<file path="config.mk">
export PLATFORM = sky130hd
export DESIGN_NAME = ball_motion
export DESIGN_NICKNAME = d
export VERILOG_FILES = /design/src/rtl/ball_motion.sv
export SDC_FILE = /design/constraint.sdc
export NUM_CORES = 1
export LEC_CHECK = 0
export BUFFER_PORTS_ARGS = -buffer_cell sky130_fd_sc_hd__buf_2
export CAP_MARGIN = 40
export CORE_ASPECT_RATIO = 0.5
export CORE_MARGIN = 4
export CORE_UTILIZATION = 50
export CTS_CLUSTER_SIZE = 14
export DETAILED_ROUTE_END_ITERATION = 16
export GPL_TIMING_DRIVEN = 0
export PLACE_DENSITY_LB_ADDON = 0.05
export SYNTH_ARGS = -nofsm -noshare
export SYNTH_HDL_FRONTEND = slang
export SYNTH_SLANG_ARGS = --single-unit
</file>
<file path="constraint.sdc">
create_clock -name clk -period 9.33 [get_ports clk]
set_clock_uncertainty 0.15 [all_clocks]
set_input_delay 1.866 -clock clk [delete_from_list [all_inputs] [get_ports clk]]
set_output_delay 1.866 -clock clk [all_outputs]
set_load 0.02 [all_outputs]
</file>
<file path="src/rtl/ball_motion.sv">
// ball_motion: per-frame position/direction/life state for BALL_NUM balls.
// A tick starts a one-hot walk that moves one ball per cycle; docked balls follow the paddle.
module ball_motion #(
   parameter int BALL_NUM = 2,
   parameter int SCREEN_W = 640,
   parameter int SCREEN_H = 480,
   parameter int PADDLE_Y = 440
) (
   input  logic                   clk,
   input  logic                   rst_n,
   input  logic                   tick,
   input  logic                   serve,
   input  logic                   launch,
   input  logic                   split,
   input  logic [9:0]             paddle_x,
   input  logic [3:0]             speed,
   input  logic [5:0]             radius,
   input  logic [BALL_NUM-1:0]    flip_x,
   input  logic [BALL_NUM-1:0]    flip_y,
   output logic [BALL_NUM*10-1:0] xs,
   output logic [BALL_NUM*10-1:0] ys,
   output logic [BALL_NUM-1:0]    active,
   output logic                   busy,
   output logic                   ball_lost,
   output logic                   all_lost
);
   typedef enum logic [1:0] {B_OFF, B_DOCKED, B_MOVING} ball_st_e;

   localparam logic signed [11:0] X_MAX = 12'(SCREEN_W - 1);
   localparam logic signed [11:0] Y_MAX = 12'(SCREEN_H - 1);
   localparam logic [9:0]         PAD_Y = 10'(PADDLE_Y);

   ball_st_e st_q [BALL_NUM];
   ball_st_e st_d [BALL_NUM];
   logic [BALL_NUM-1:0][9:0] x_q, x_d, y_q, y_d;
   logic [BALL_NUM-1:0] vxn_q, vxn_d, vyn_q, vyn_d;  // 1 = heading toward -x / -y
   logic [BALL_NUM-1:0] fx_q, fx_d, fy_q, fy_d;
   logic [BALL_NUM-1:0] walk_q, walk_d, mask_q, mask_d;
   logic [BALL_NUM-1:0] moving, live_d, neg_x, neg_y;
   logic lost_q, lost_d, all_q, all_d;
   logic all_off;
   logic signed [11:0] sp, rad;
   logic signed [11:0] nx [BALL_NUM];
   logic signed [11:0] ny [BALL_NUM];

   // Candidate positions use the direction after any pending flip is applied.
   always_comb begin
      sp      = $signed({8'd0, speed});
      rad     = $signed({6'd0, radius});
      all_off = 1'b1;
      for (int i = 0; i < BALL_NUM; i++) begin
         moving[i] = (st_q[i] == B_MOVING);
         if (st_q[i] != B_OFF) all_off = 1'b0;
         neg_x[i] = vxn_q[i] ^ fx_q[i];
         neg_y[i] = vyn_q[i] ^ fy_q[i];
         nx[i] = neg_x[i] ? $signed({2'b00, x_q[i]}) - sp : $signed({2'b00, x_q[i]}) + sp;
         ny[i] = neg_y[i] ? $signed({2'b00, y_q[i]}) - sp : $signed({2'b00, y_q[i]}) + sp;
      end
   end

   always_comb begin
      st_d   = st_q;
      x_d    = x_q;
      y_d    = y_q;
      vxn_d  = vxn_q;
      vyn_d  = vyn_q;
      walk_d = walk_q << 1;
      mask_d = mask_q;
      lost_d = 1'b0;
      fx_d   = (fx_q | flip_x) & moving;
      fy_d   = (fy_q | flip_y) & moving;

      // Mask snapshots who was MOVING at the tick, so a same-cycle launch waits a frame.
      if (tick && walk_q == '0) begin
         walk_d    = '0;
         walk_d[0] = 1'b1;
         mask_d    = moving;
      end

      if (serve) begin
         if (all_off) st_d[0] = B_DOCKED;
      end else if (launch) begin
         for (int i = 0; i < BALL_NUM; i++)
            if (st_q[i] == B_DOCKED) st_d[i] = B_MOVING;
      end else if (split && moving[0]) begin
         for (int i = 1; i < BALL_NUM; i++)
            if (st_q[i] == B_OFF) begin
               st_d[i]  = B_MOVING;
               x_d[i]   = x_q[0];
               y_d[i]   = y_q[0];
               vxn_d[i] = ~vxn_q[0];
               vyn_d[i] = vyn_q[0];
            end
      end

      for (int i = 0; i < BALL_NUM; i++) begin
         if (walk_q[i] && mask_q[i] && moving[i]) begin
            fx_d[i] = flip_x[i];
            fy_d[i] = flip_y[i];
            if (nx[i] - rad <= 12'sd0) begin
               x_d[i]   = {4'd0, radius};
               vxn_d[i] = 1'b0;
            end else if (nx[i] + rad >= X_MAX) begin
               x_d[i]   = 10'(X_MAX - rad);
               vxn_d[i] = 1'b1;
            end else begin
               x_d[i]   = nx[i][9:0];
               vxn_d[i] = neg_x[i];
            end
            if (ny[i] - rad <= 12'sd0) begin
               y_d[i]   = {4'd0, radius};
               vyn_d[i] = 1'b0;
            end else if (ny[i] - rad > Y_MAX) begin
               st_d[i] = B_OFF;
               lost_d  = 1'b1;
               fx_d[i] = 1'b0;
               fy_d[i] = 1'b0;
            end else begin
               y_d[i]   = ny[i][9:0];
               vyn_d[i] = neg_y[i];
            end
         end
      end

      for (int i = 0; i < BALL_NUM; i++) begin
         if (st_d[i] == B_DOCKED) begin
            x_d[i] = paddle_x;
            y_d[i] = PAD_Y - {4'd0, radius} - 10'd1;
         end
         live_d[i] = (st_d[i] != B_OFF);
      end
      all_d = lost_d && (live_d == '0);
   end

   always_ff @(posedge clk or negedge rst_n) begin
      if (!rst_n) begin
         for (int i = 0; i < BALL_NUM; i++) st_q[i] <= B_OFF;
         x_q    <= '0;
         y_q    <= '0;
         vxn_q  <= '0;
         vyn_q  <= '1;
         fx_q   <= '0;
         fy_q   <= '0;
         walk_q <= '0;
         mask_q <= '0;
         lost_q <= 1'b0;
         all_q  <= 1'b0;
      end else begin
         st_q   <= st_d;
         x_q    <= x_d;
         y_q    <= y_d;
         vxn_q  <= vxn_d;
         vyn_q  <= vyn_d;
         fx_q   <= fx_d;
         fy_q   <= fy_d;
         walk_q <= walk_d;
         mask_q <= mask_d;
         lost_q <= lost_d;
         all_q  <= all_d;
      end
   end

   always_comb begin
      for (int i = 0; i < BALL_NUM; i++) active[i] = (st_q[i] != B_OFF);
   end

   assign xs        = x_q;
   assign ys        = y_q;
   assign busy      = |walk_q;
   assign ball_lost = lost_q;
   assign all_lost  = all_q;
endmodule

</file>
# ---- After elaboration in Yosys (flattened, before gate mapping)
# Cells that the tools add are included.
dict set report classes {
  eq_ne 12
  add_sub_neg 17
  bitwise 9
  order_cmp 8
  n_mux 82
  reduce_logical 24
}
# cell count
set ops {}
lappend ops {{2-to-1 mux 10 bit} 24}
lappend ops {{less-or-equal comparator 12 x 1 -> 1 bit, second input constant} 4}
lappend ops {{2-to-1 mux 12 bit} 4}
lappend ops {{subtractor 12 x 7 -> 12 bit} 4}
lappend ops {{adder 10 x 4 -> 11 bit} 4}
lappend ops {{subtractor 10 x 4 -> 11 bit} 4}
lappend ops {{2-to-1 mux 1 bit} 38}
lappend ops {{2-to-1 mux 2 bit} 16}
lappend ops {{adder 12 x 7 -> 12 bit} 2}
lappend ops {{>= comparator 12 x 11 -> 1 bit, second input constant} 2}
lappend ops {{> comparator 12 x 10 -> 1 bit, second input constant} 2}
lappend ops {{nonzero test 2 bit} 7}
lappend ops {{subtractor 10 x 1 -> 10 bit, second input constant} 1}
lappend ops {{subtractor 10 x 6 -> 10 bit, first input constant} 1}
lappend ops {{subtractor 9 x 6 -> 10 bit, first input constant} 1}
lappend ops {{== test 2 x 1 -> 1 bit, second input constant} 4}
lappend ops {{AND reduction 4 bit} 2}
lappend ops {{logical AND 1 bit} 7}
lappend ops {{zero test 2 bit} 3}
lappend ops {{inequality test 3 x 1 -> 1 bit, second input constant} 2}
lappend ops {{nonzero test 3 bit} 2}
lappend ops {{AND 2 bit} 2}
lappend ops {{== test 2 bit, second input constant} 2}
lappend ops {{inequality test 2 x 1 -> 1 bit, second input constant} 2}
lappend ops {{other kinds (7)} 12}
dict set report totals {
  wordCells 168
  out_inout_bits 45
  register_bits 58
}

# ---- Longest topological paths before layout
# Gate-level depths: netlist of run 1.
dict set report logic_depth {
  word_depth 11
  mapped_depth 22
}

# ---- Worst setup path after synthesis of run 1
# No wires, ideal clock.
dict set report synth_timing {
  path_type {in2reg}
  startpoint {input speed[1]}
  endpoint {register y_q (netlist bit ys[2])}
  t_required_ns 9.069
  path_slack_ns 3.305
  cell_stages 20
  setup_ns 0.111
  arrival_ns 5.764
  cell_sequence {inv_1 ha_1 nor2b_1 o21a_1 o31ai_1 xor2_1 inv_1 ha_1 o21a_1 o31a_1 o31a_1 or2_0 clkbuf_1 nor4_1 o21ai_1 a2111oi_4 nor2_1 buf_2 mux2i_1 a222oi_1}
}
dict set report synth_between {
  elab_chain_cells 10
}
# item line
set synth_lines {}
lappend synth_lines {{start, declared} 16} ;# input logic [3:0] speed,
lappend synth_lines {{adder 10 x 4 -> 11 bit / subtractor 10 x 4 -> 11 bit (equally long branches)} 57} ;# ny[i] = neg_y[i] ? $signed({2'b00, y_q[i]}) - sp : $signed({2'b00, y_q[i]}) + sp;
lappend synth_lines {{2-to-1 mux 12 bit (*)} 57}
lappend synth_lines {{subtractor 12 x 7 -> 12 bit} {110, 113}}
lappend synth_lines {{> comparator 12 x 10 -> 1 bit} 113} ;# end else if (ny[i] - rad > Y_MAX) begin
lappend synth_lines {{2-to-1 mux 2 bit} 113}
lappend synth_lines {{2-to-1 mux 2 bit} 110} ;# if (ny[i] - rad <= 12'sd0) begin
lappend synth_lines {{2-to-1 mux 2 bit} 97} ;# if (walk_q[i] && mask_q[i] && moving[i]) begin
lappend synth_lines {{== test 2 x 1 -> 1 bit} 126} ;# if (st_d[i] == B_DOCKED) begin
lappend synth_lines {{inequality test 3 x 2 -> 1 bit (no line) / nonzero test 2 bit (equally long branches)} --}
lappend synth_lines {{AND reduction 2 bit (no line)} --}
lappend synth_lines {{end signal, assigned} 151} ;# y_q <= y_d;
lappend synth_lines {{end, declared} 35} ;# logic [BALL_NUM-1:0][9:0] x_q, x_d, y_q, y_d;
# Every way passes the cells marked *; elsewhere a longest branch is shown, timed or not. The select of a mux whose other input is x is not followed.
# A chain may end at the register's enable or synchronous reset.

# ---- Worst setup path in the final report of run 1
dict set report layout_timing {
  startpoint {input speed[1]}
  endpoint {register x_q (netlist bit xs[15])}
}
dict set report layout_between {
  elab_chain_cells 10
}
# item line
set layout_lines {}
lappend layout_lines {{adder 10 x 4 -> 11 bit / subtractor 10 x 4 -> 11 bit (equally long branches)} 57}
lappend layout_lines {{2-to-1 mux 12 bit} 57}
lappend layout_lines {{subtractor 12 x 7 -> 12 bit} {110, 113}}
lappend layout_lines {{> comparator 12 x 10 -> 1 bit} 113}
lappend layout_lines {{2-to-1 mux 2 bit} 113}
lappend layout_lines {{2-to-1 mux 2 bit} 110}
lappend layout_lines {{2-to-1 mux 2 bit} 97}
lappend layout_lines {{== test 2 x 1 -> 1 bit} 126}
lappend layout_lines {{inequality test 3 x 1 -> 1 bit (no line) / nonzero test 3 bit (equally long branches)} --}
lappend layout_lines {{AND reduction 4 bit (no line)} --}
lappend layout_lines {{end signal, assigned} 138} ;# x_q <= '0;
lappend layout_lines {{end signal, assigned} 150} ;# x_q <= x_d;
lappend layout_lines {{end, declared} 35}
# Several ways; a longest one is shown, not always the timed one.

==> results of run 1 <==
-- worst max-delay path, stage by stage --
cell and delay [ns]:
buf_2 0.25, inv_1 0.38, fa_1 0.54, a21o_1 0.19, a211o_1 0.28, o21ai_0 0.09
xor2_1 0.50, ha_1 0.34, clkbuf_1 0.19, xnor2_1 0.17, a211oi_1 0.35, a21oi_1 0.11
o311ai_1 0.37, a41o_1 0.24, clkbuf_1 0.42, clkbuf_1 0.42, o31ai_1 0.14, o31ai_1 0.28
-- cell type report --
type | count | area (µm²) | area share (%)
plain buffers | 57 | 251.5 | 2.797
clock buffers | 9 | 225.2 | 2.505
clock inverters | 7 | 117.6 | 1.308
inverters | 64 | 240.2 | 2.671
multi-input cells | 842 | 6056 | 67.34
flip-flops and latches | 58 | 1454 | 16.17
well taps | 204 | 255.2 | 2.838
repair buffers | 75 | 392.9 | 4.369
-- worst max-delay path by stage --
stage | start | endpoint | slack [ns]
final | speed[1] | xs[15] | 2.26
after global placement | speed[1] | xs[14] | 2.32
after global routing | speed[1] | xs[15] | 1.99
after floorplan | speed[1] | ys[2] | 3.30
after detailed placement | speed[1] | xs[15] | 2.17
after CTS | speed[1] | xs[15] | 2.49
-- sequential cells by signal (all words and copies together) (netlist names) --
register,cells
all_lost,1
ball_lost,1
fx_q,2
fy_q,2
mask_q,2
st_q,4
vxn_q,2
vyn_q,2
walk_q,2
xs,20
ys,20
-- cells by family (layout without fill, tap and decap cells) --
group	Yosys count	in the layout	share of synthesized area, %
simple gates	363	363	23.58
compound gates	309	309	27.51
buf+inv	121	212	6.145
fa+ha+maj	84	84	14.45
xor+xnor	58	58	6.536
flops	58	58	18.17
mux	28	28	3.612
-- placed cells by master (no fill, tap or decap), drive strengths merged, types with 21 or more instances in the layout --
cell type   n
buf        90
nor2       80
nand2      78
ha         70
a21oi      65
inv        64
o21ai      59
dfrtp      56
clkbuf     51
xnor2      40
nand3      35
nor3       34
mux2i      24
nor2b      21
-- per-layer routing --
metal / GRT usage (%) / vias to the layer above / routed length [µm]
li1: - / 3949 / -
met1: 45.33 / 4023 / 13400
met3: 10.59 / 47 / 3424
met4: 5.168 / 0 / 452
met5: 0 / - / 0
met2: 42.51 / 410 / 11410
-- power breakdown --
part	leakage, nW	total (W)	internal (W)	switching (W)
clock network	0.169	0.000389	0.000261	0.000128
registers	0.698	0.000450	0.000328	0.000122
logic	2.98	0.00253	0.000972	0.00156
-- metrics by stage --
step	util, %	area [µm²]
final	57.89	8992
after global placement	55.50	8622
after CTS	57.89	8992
after detailed placement	55.68	8650
after global routing	57.89	8992
after floorplan	-	8001
==> results.toml, run 1 <==
[min_path]
hold_end = "vyn_q[1]"
min_from = "vyn_q[1]"
hold-path-cell-count = 2
worst_hold_path_type = "reg -> reg"

[routing]
drtPass1Iterations = 5
wirelength_um = 28690
drtAntennaViolNets = 0
via_per_inst = 6.405
wl_per_cell_um = 21.80
drt-initial-drc-count = 893
drcViolationCount = 0
num_vias = 8429

[floorplanning]
initial_core_util_pct = 51.51
pin_count = 75
rows = 32
dieArea_mm2 = 0.01821
die_h_um = 97.45
die_width_um = 186.9
coreArea_mm2 = 0.01553

[sta]
fin_ws_ns = 2.259
final_max_slew_viol_count = 0
final-hold-violation-count = 0
setup_viol = 0
fin_setup_tns_ns = 0
worst_slew_pin_slew_ns = 0.9050
fin_crit_sh_pct = 75.79
timing.hold.ws_ns = 0.3976
rsz0062_at_grt = "false"
fin_crit_ns = 7.071
relSlewSlack_pct = 39.30
max_freq_ghz = 0.1414

[clock_tree]
clockBufferDepth = 2
postCtsHoldBufs = 0
clockRootBuffer = "clkbuf_16"
tritoncts = "done"
numCtsBuffers = 9
cts_setup_buffers = 0
cts.sinks = 58
cts_resized = 0
clk_pin_slew_ns = 0.06
clk_latency_ns = 0.34
h-tree-depth = 3

[synthesis]
synth_area_leader_cell = "dfrtp_1"
syn_area_per_cell_um2 = 7.837
yosysSeqAreaShare_pct = 18.17
ys.flop_type = "dfrtp_1"
synth_nets = 1135
synth.distinct_cells = 99
synth_common_cells = "nand2_1 (78), nor2_1 (78), ha_1 (70)"
synthCells = 1021
synth_top_area_share_pct = 17.51
async_reset_ff_share_pct = 100.0
mappedNetlistArea_mm2 = 0.008001
yosysWarnings = 0
synth_edf_count = 0
synth-seq-cells = 58
ys_top_cells_by_area = "dfrtp_1 (18%), ha_1 (11%), xnor2_1 (4.3%)"

[worst_setup_path]
end_kind = "flop"
path_class = "in -> reg"
rr_worst_depth = 19
crit_fanout = 10
cp-start-kind = "input port"
r2r-start = "xs[10]"
required_ns = 9.41
r2r-end = "xs[15]"
critPathArrivalTime_ns = 7.15
reg2reg_slack_ns = 3.86

[global_route]
antenna_found_initial = 0
grt-ovfl-total = 0
grt_pass1_vias = 7627
grtUsageTotal_pct = 30.38
grt_pass1_wl_um = 43780
grt_max_degree = 33

[placed_design]
place_inst = 1300
gp_congestion = 0.9682
portBuffers = 73
place.detailed.hpwl_um = 22730
place_ws_ns = 2.172

[final_layout]
fin_cells = 1316
syn_to_final_growth_pct = 12.38
antenna_cells = 0
nNetsFinal = 1221
nFillCells = 1488
drive_gt1_share_pct = 12.95

[power]
peakVddDrop_mv = 0.1775
power.total_w = 0.003371
power.leakage_nw = 3.846
power_density_mw_per_mm2 = 374.9

[run_status]
status = "completed"

[job]
cap_violations = 0
Power figures use the tool's default switching activity.
==> inputs of run 2 (changes only) <==
==> constraint.sdc (replaced) <==
create_clock -name clk -period 6.7 [get_ports clk]
set_clock_uncertainty 0.15 [all_clocks]
set_input_delay 1.34 -clock clk [delete_from_list [all_inputs] [get_ports clk]]
set_output_delay 1.34 -clock clk [all_outputs]
set_load 0.02 [all_outputs]
==> results.toml, run 2 (synthesis gave the netlist of run 1 again) <==
[run_status]
status = "completed"

[worst_setup_path]
crit_family = "compound AO/OA/AOI/OAI gates"
max_stage_delay_ns = 0.56
cp_slowest_cell = "fa_1"
cp-start-kind = "input port"
required_ns = 6.78
worst-path-buf-inv = 5
path_class = "in -> reg"
path_cells = "buf_2 > inv_1 > fa_1 > o21bai_1 > a21oi_1 > o21ai_0 > xor2_2 > ha_1 > clkbuf_1 > xnor2_1 > a211oi_1 > a21oi_1 > o311ai_1 > a41o_1 > clkbuf_1 > clkbuf_1 > o31ai_1 > o31ai_1"
crit_fanout = 10
end_kind = "flop"
path_common_cell = "clkbuf_1"
critPathArrivalTime_ns = 6.46

[floorplanning]
dieArea_mm2 = 0.01821
pin_count = 75
rows = 32
die_width_um = 186.9
coreArea_mm2 = 0.01553
initial_core_util_pct = 51.51
die_h_um = 97.45

[global_route]
antenna_found_initial = 0
grt_pass1_vias = 7627
grt-ovfl-total = 0
grtUsageTotal_pct = 30.38
grt_max_degree = 33
grt_pass1_wl_um = 43780

[power]
peakVddDrop_mv = 0.2469
p_comb_share_pct = 75.1
switching_power_w = 0.002523
internal-power_w = 0.002175
power.leakage_nw = 3.847
seqPwrFrac_pct = 13.4
switching_share_pct = 53.70
pwr-share-clk_pct = 11.5
power_density_mw_per_mm2 = 522.1

[sta]
worst_slew_pin_slew_ns = 0.8463
fin_crit_sh_pct = 95.21
final_max_slew_viol_count = 0
timing.hold.ws_ns = 0.3923
relSlewSlack_pct = 43.24
setup_viol = 0
final-hold-violation-count = 0
fin_crit_ns = 6.379
max_freq_ghz = 0.1568

[job]
cap_violations = 0

[placed_design]
place.detailed.hpwl_um = 22730
portBuffers = 73
gp_congestion = 0.9682
postPlaceCellArea_mm2 = 0.008650

[routing]
drcViolationCount = 0
met1_length_um = 13410
drtAntennaViolNets = 0
met2_length_um = 11390
top_layer_used = "met4"
wl_met3_um = 3434
drt-initial-drc-count = 853
via_per_inst = 6.390
drtPass1Iterations = 6
wirelength_um = 28610
num_vias = 8409
wl_per_cell_um = 21.74

[clock_tree]
tritoncts = "done"
clk_pin_slew_ns = 0.06
numCtsBuffers = 9
clockRootBuffer = "clkbuf_16"
cts.sinks = 58
clockBufferDepth = 2
h-tree-depth = 3
postCtsHoldBufs = 0
clk_latency_ns = 0.34

[final_layout]
nFillCells = 1488
antenna_cells = 0
multi_input_area_mm2 = 0.006063
drive_gt1_share_pct = 13.04
syn_to_final_growth_pct = 12.48
nNetsFinal = 1221
fin_area_mm2 = 0.009000
final_cell_mix = "buf_2 (78), nand2_1 (78), nor2_1 (78)"
seq_area_mm2 = 0.001454

[min_path]
worst_hold_path_type = "reg -> reg"
-- run 2: cell counts in the layout (fill, tap and decap cells not counted) --
Identical to the previous run, type by type.
-- run 2: final timing paths --
check / from / end / slack, ns / depth (start not counted)
worst min register to register: walk_q[0] / walk_q[1] / 0.39 / 1
worst min-delay path: walk_q[0] / walk_q[1] / 0.39 / 1
worst max register to register: xs[10] / xs[15] / 1.44 / 19
max in group asynchronous: rst_n / ys[5] / 4.82 / 2
min in group asynchronous: rst_n / xs[4] / 0.94 / 1
worst max-delay path: speed[1] / xs[15] / 0.32 / 18
-- run 2: cell type report --
type	count	share of cell area [%]
multi-input cells	842	67.37
well taps	204	2.836
inverters	64	2.669
repair buffers	75	4.365
plain buffers	57	2.794
clock buffers	9	2.502
flip-flops and latches	58	16.15
clock inverters	7	1.307
-- run 2: power groups by stage --
| stage | sequential [W] | clock [W] | combinational [W] |
|---|---|---|---|
| after detailed placement | 0.000624 | 0 | 0.00344 |
| after global routing | 0.000640 | 0.000562 | 0.00388 |
| final | 0.000628 | 0.000543 | 0.00353 |
| after global placement | 0.000619 | 0 | 0.00335 |
| after floorplan | 0.000689 | 0 | 0.00250 |
| after CTS | 0.000619 | 0.000546 | 0.00346 |
-- run 2: through the flow --
stage	instances	setup slack [ns]	setup TNS, ns	utilization [%]	power (W)
6_report	1316	0.3212	0	57.93	0.004699
5_1_grt	1316	-0.04052	-0.05422	57.93	0.005079
4_1_cts	1316	0.3860	0	57.89	0.004627
3_5_place_dp	1300	0.06845	0	55.68	0.004059
3_3_place_gp	1298	0.2182	0	55.50	0.003964
2_1_floorplan	1021	1.201	0	-	0.003191
-- run 2: timing repair --
action / in CTS / in global routing
buffers inserted: 0 / 0
endpoints found under the setup margin: 0 / 4
gates resized for setup: 0 / 1
-- run 2: per-layer routing --
layer	GRT usage (%)	up-vias
li1	-	3943
met1	45.33	4024
met2	42.51	402
met3	10.59	40
met4	5.168	0
met5	0	-
==> inputs of run 3 (changes only) <==
--- a/config.mk
+++ b/config.mk
@@ -7,7 +7,7 @@
 export LEC_CHECK = 0
 export BUFFER_PORTS_ARGS = -buffer_cell sky130_fd_sc_hd__buf_2
 export CAP_MARGIN = 40
-export CORE_ASPECT_RATIO = 0.5
+export CORE_ASPECT_RATIO = 1.1
 export CORE_MARGIN = 4
 export CORE_UTILIZATION = 50
 export CTS_CLUSTER_SIZE = 14
==> results.toml, run 3 (synthesis gave the netlist of run 1 again) <==
[run_status]
status = "completed"

[worst_setup_path]
crit_family = "compound AO/OA/AOI/OAI gates"
r2r-end = "xs[14]"
rr_worst_depth = 19
r2r-start = "xs[10]"
path_common_cell = "clkbuf_1"
end_kind = "flop"
max_stage_delay_ns = 0.55
crit_end = "xs[14]"
path_cells = "buf_2 > inv_1 > fa_1 > a21o_1 > a211o_1 > o21ai_0 > xor2_1 > ha_1 > clkbuf_1 > xnor2_1 > a211oi_1 > a21oi_1 > o311ai_1 > a41o_1 > clkbuf_1 > clkbuf_1 > o31ai_1 > o31ai_1"
critPathArrivalTime_ns = 6.26
worst-path-buf-inv = 5
cp.depth = 18
cp-start-kind = "input port"
required_ns = 6.77
crit_fanout = 10
path_class = "in -> reg"
reg2reg_slack_ns = 1.52
cp-startpoint = "speed[1]"
cp_slowest_cell = "fa_1"

[sta]
final_max_slew_viol_count = 0
max_freq_ghz = 0.1616
final-hold-violation-count = 0
worst_slew_pin_slew_ns = 0.8006
relSlewSlack_pct = 46.14
fin_setup_tns_ns = 0
rsz0062_at_grt = "false"
fin_crit_ns = 6.188
fin_ws_ns = 0.5124
fin_crit_sh_pct = 92.35
setup_viol = 0

[floorplanning]
coreArea_mm2 = 0.01568
dieArea_mm2 = 0.01809
die_width_um = 128.6
rows = 48
initial_core_util_pct = 51.05
pin_count = 75
die_h_um = 140.7

[power]
peakVddDrop_mv = 0.2887
power.leakage_nw = 3.817
power_density_mw_per_mm2 = 503.4

[final_layout]
drive_gt1_share_pct = 12.78
fin_cells = 1311
fin_area_mm2 = 0.008924
final_cell_mix = "nand2_1 (78), nor2_1 (78), buf_2 (77)"
syn_to_final_growth_pct = 11.52
antenna_cells = 0
nNetsFinal = 1220

[clock_tree]
clockRootBuffer = "clkbuf_16"
clk_pin_slew_ns = 0.05
numCtsBuffers = 9
h-tree-depth = 3
cts_setup_buffers = 0
postCtsHoldBufs = 0
tritoncts = "done"
clockBufferDepth = 2
cts.sinks = 58
clk_latency_ns = 0.34
cts_resized = 0

[routing]
wirelength_um = 26660
drtPass1Iterations = 8
num_vias = 8260
drtAntennaViolNets = 0
drcViolationCount = 0
wl_per_cell_um = 20.34
drt-initial-drc-count = 856
via_per_inst = 6.301

[global_route]
grtUsageTotal_pct = 28.88
grt-ovfl-total = 0
grt_max_degree = 59
grt_pass1_vias = 7479
grt_pass1_wl_um = 41340
antenna_found_initial = 0

[min_path]
worst_hold_path_type = "reg -> reg"

[placed_design]
place_inst = 1295
gp_congestion = 0.9396
portBuffers = 73
place.detailed.hpwl_um = 20510
postPlaceCellArea_mm2 = 0.008627
place_ws_ns = 0.2106

[job]
cap_violations = 0
-- run 3: cell count changes in the layout (fill, tap and decap cells not counted) --
| cell | before | now |
|---|---|---|
| buf_4 | 5 | 6 |
| bufinv_16 | 3 | 1 |
| buf_12 | 1 | 0 |
| buf_2 | 78 | 77 |
| clkinv_4 | 2 | 1 |
| clkinv_2 | 2 | 3 |
| xor2_1 | 16 | 17 |
| clkbuf_1 | 41 | 42 |
| xor2_2 | 2 | 1 |
| clkbuf_8 | 0 | 1 |
-- run 3: final cells by class --
| type | instances | area, µm² |
|---|---|---|
| plain buffers | 57 | 251.5 |
| clock buffers | 11 | 242.7 |
| clock inverters | 5 | 53.80 |
| fillers | 1541 | 6751 |
| inverters | 64 | 240.2 |
| multi-input cells | 842 | 6056 |
| flip-flops and latches | 58 | 1454 |
| well taps | 200 | 250.2 |
| repair buffers | 74 | 375.4 |
-- run 3: worst min path at each step --
stage,cells past startpoint,endpoint,startpoint,slack (ns)
finish,1,walk_q[1],walk_q[0],0.39
global route,2,vyn_q[1],vyn_q[1],0.43
detailed placement,1,walk_q[1],walk_q[0],0.37
global placement,1,walk_q[1],walk_q[0],0.35
CTS,1,walk_q[1],walk_q[0],0.38
floorplan,1,walk_q[1],walk_q[0],0.32
-- run 3: metrics by stage --
stage               hold slack [ns]  util [%]  total power [W]
floorplan                    0.3231         -         0.003191
global placement             0.3541     54.97         0.003936
detailed placement           0.3691     55.04         0.003963
CTS                          0.3834     56.93         0.004456
global route                 0.4276     56.93         0.004889
finish                       0.3889     56.93         0.004492
-- run 3: worst register-to-register path, delay by kind of cell (launching register included) --
family          cells  cell delay (ns)
buf+inv             5             1.09
flops               1             0.44
compound gates      9             1.97
xor+xnor            2             0.55
fa+ha+maj           3             0.87
-- run 3: metal layers --
layer | up-vias | track usage, % | part of all wire [%]
met5 | - | 0 | 0
met1 | 3976 | 41.27 | 45
li1 | 3945 | - | -
met4 | 0 | 9.397 | 2.8
met2 | 299 | 45.87 | 46
met3 | 40 | 2.804 | 6.1
-- run 3: where the power goes --
group          leakage [nW]  internal, W  switching, W
combinational          2.97      0.00135       0.00204
sequential            0.698     0.000457      0.000167
clock                 0.149     0.000297      0.000176
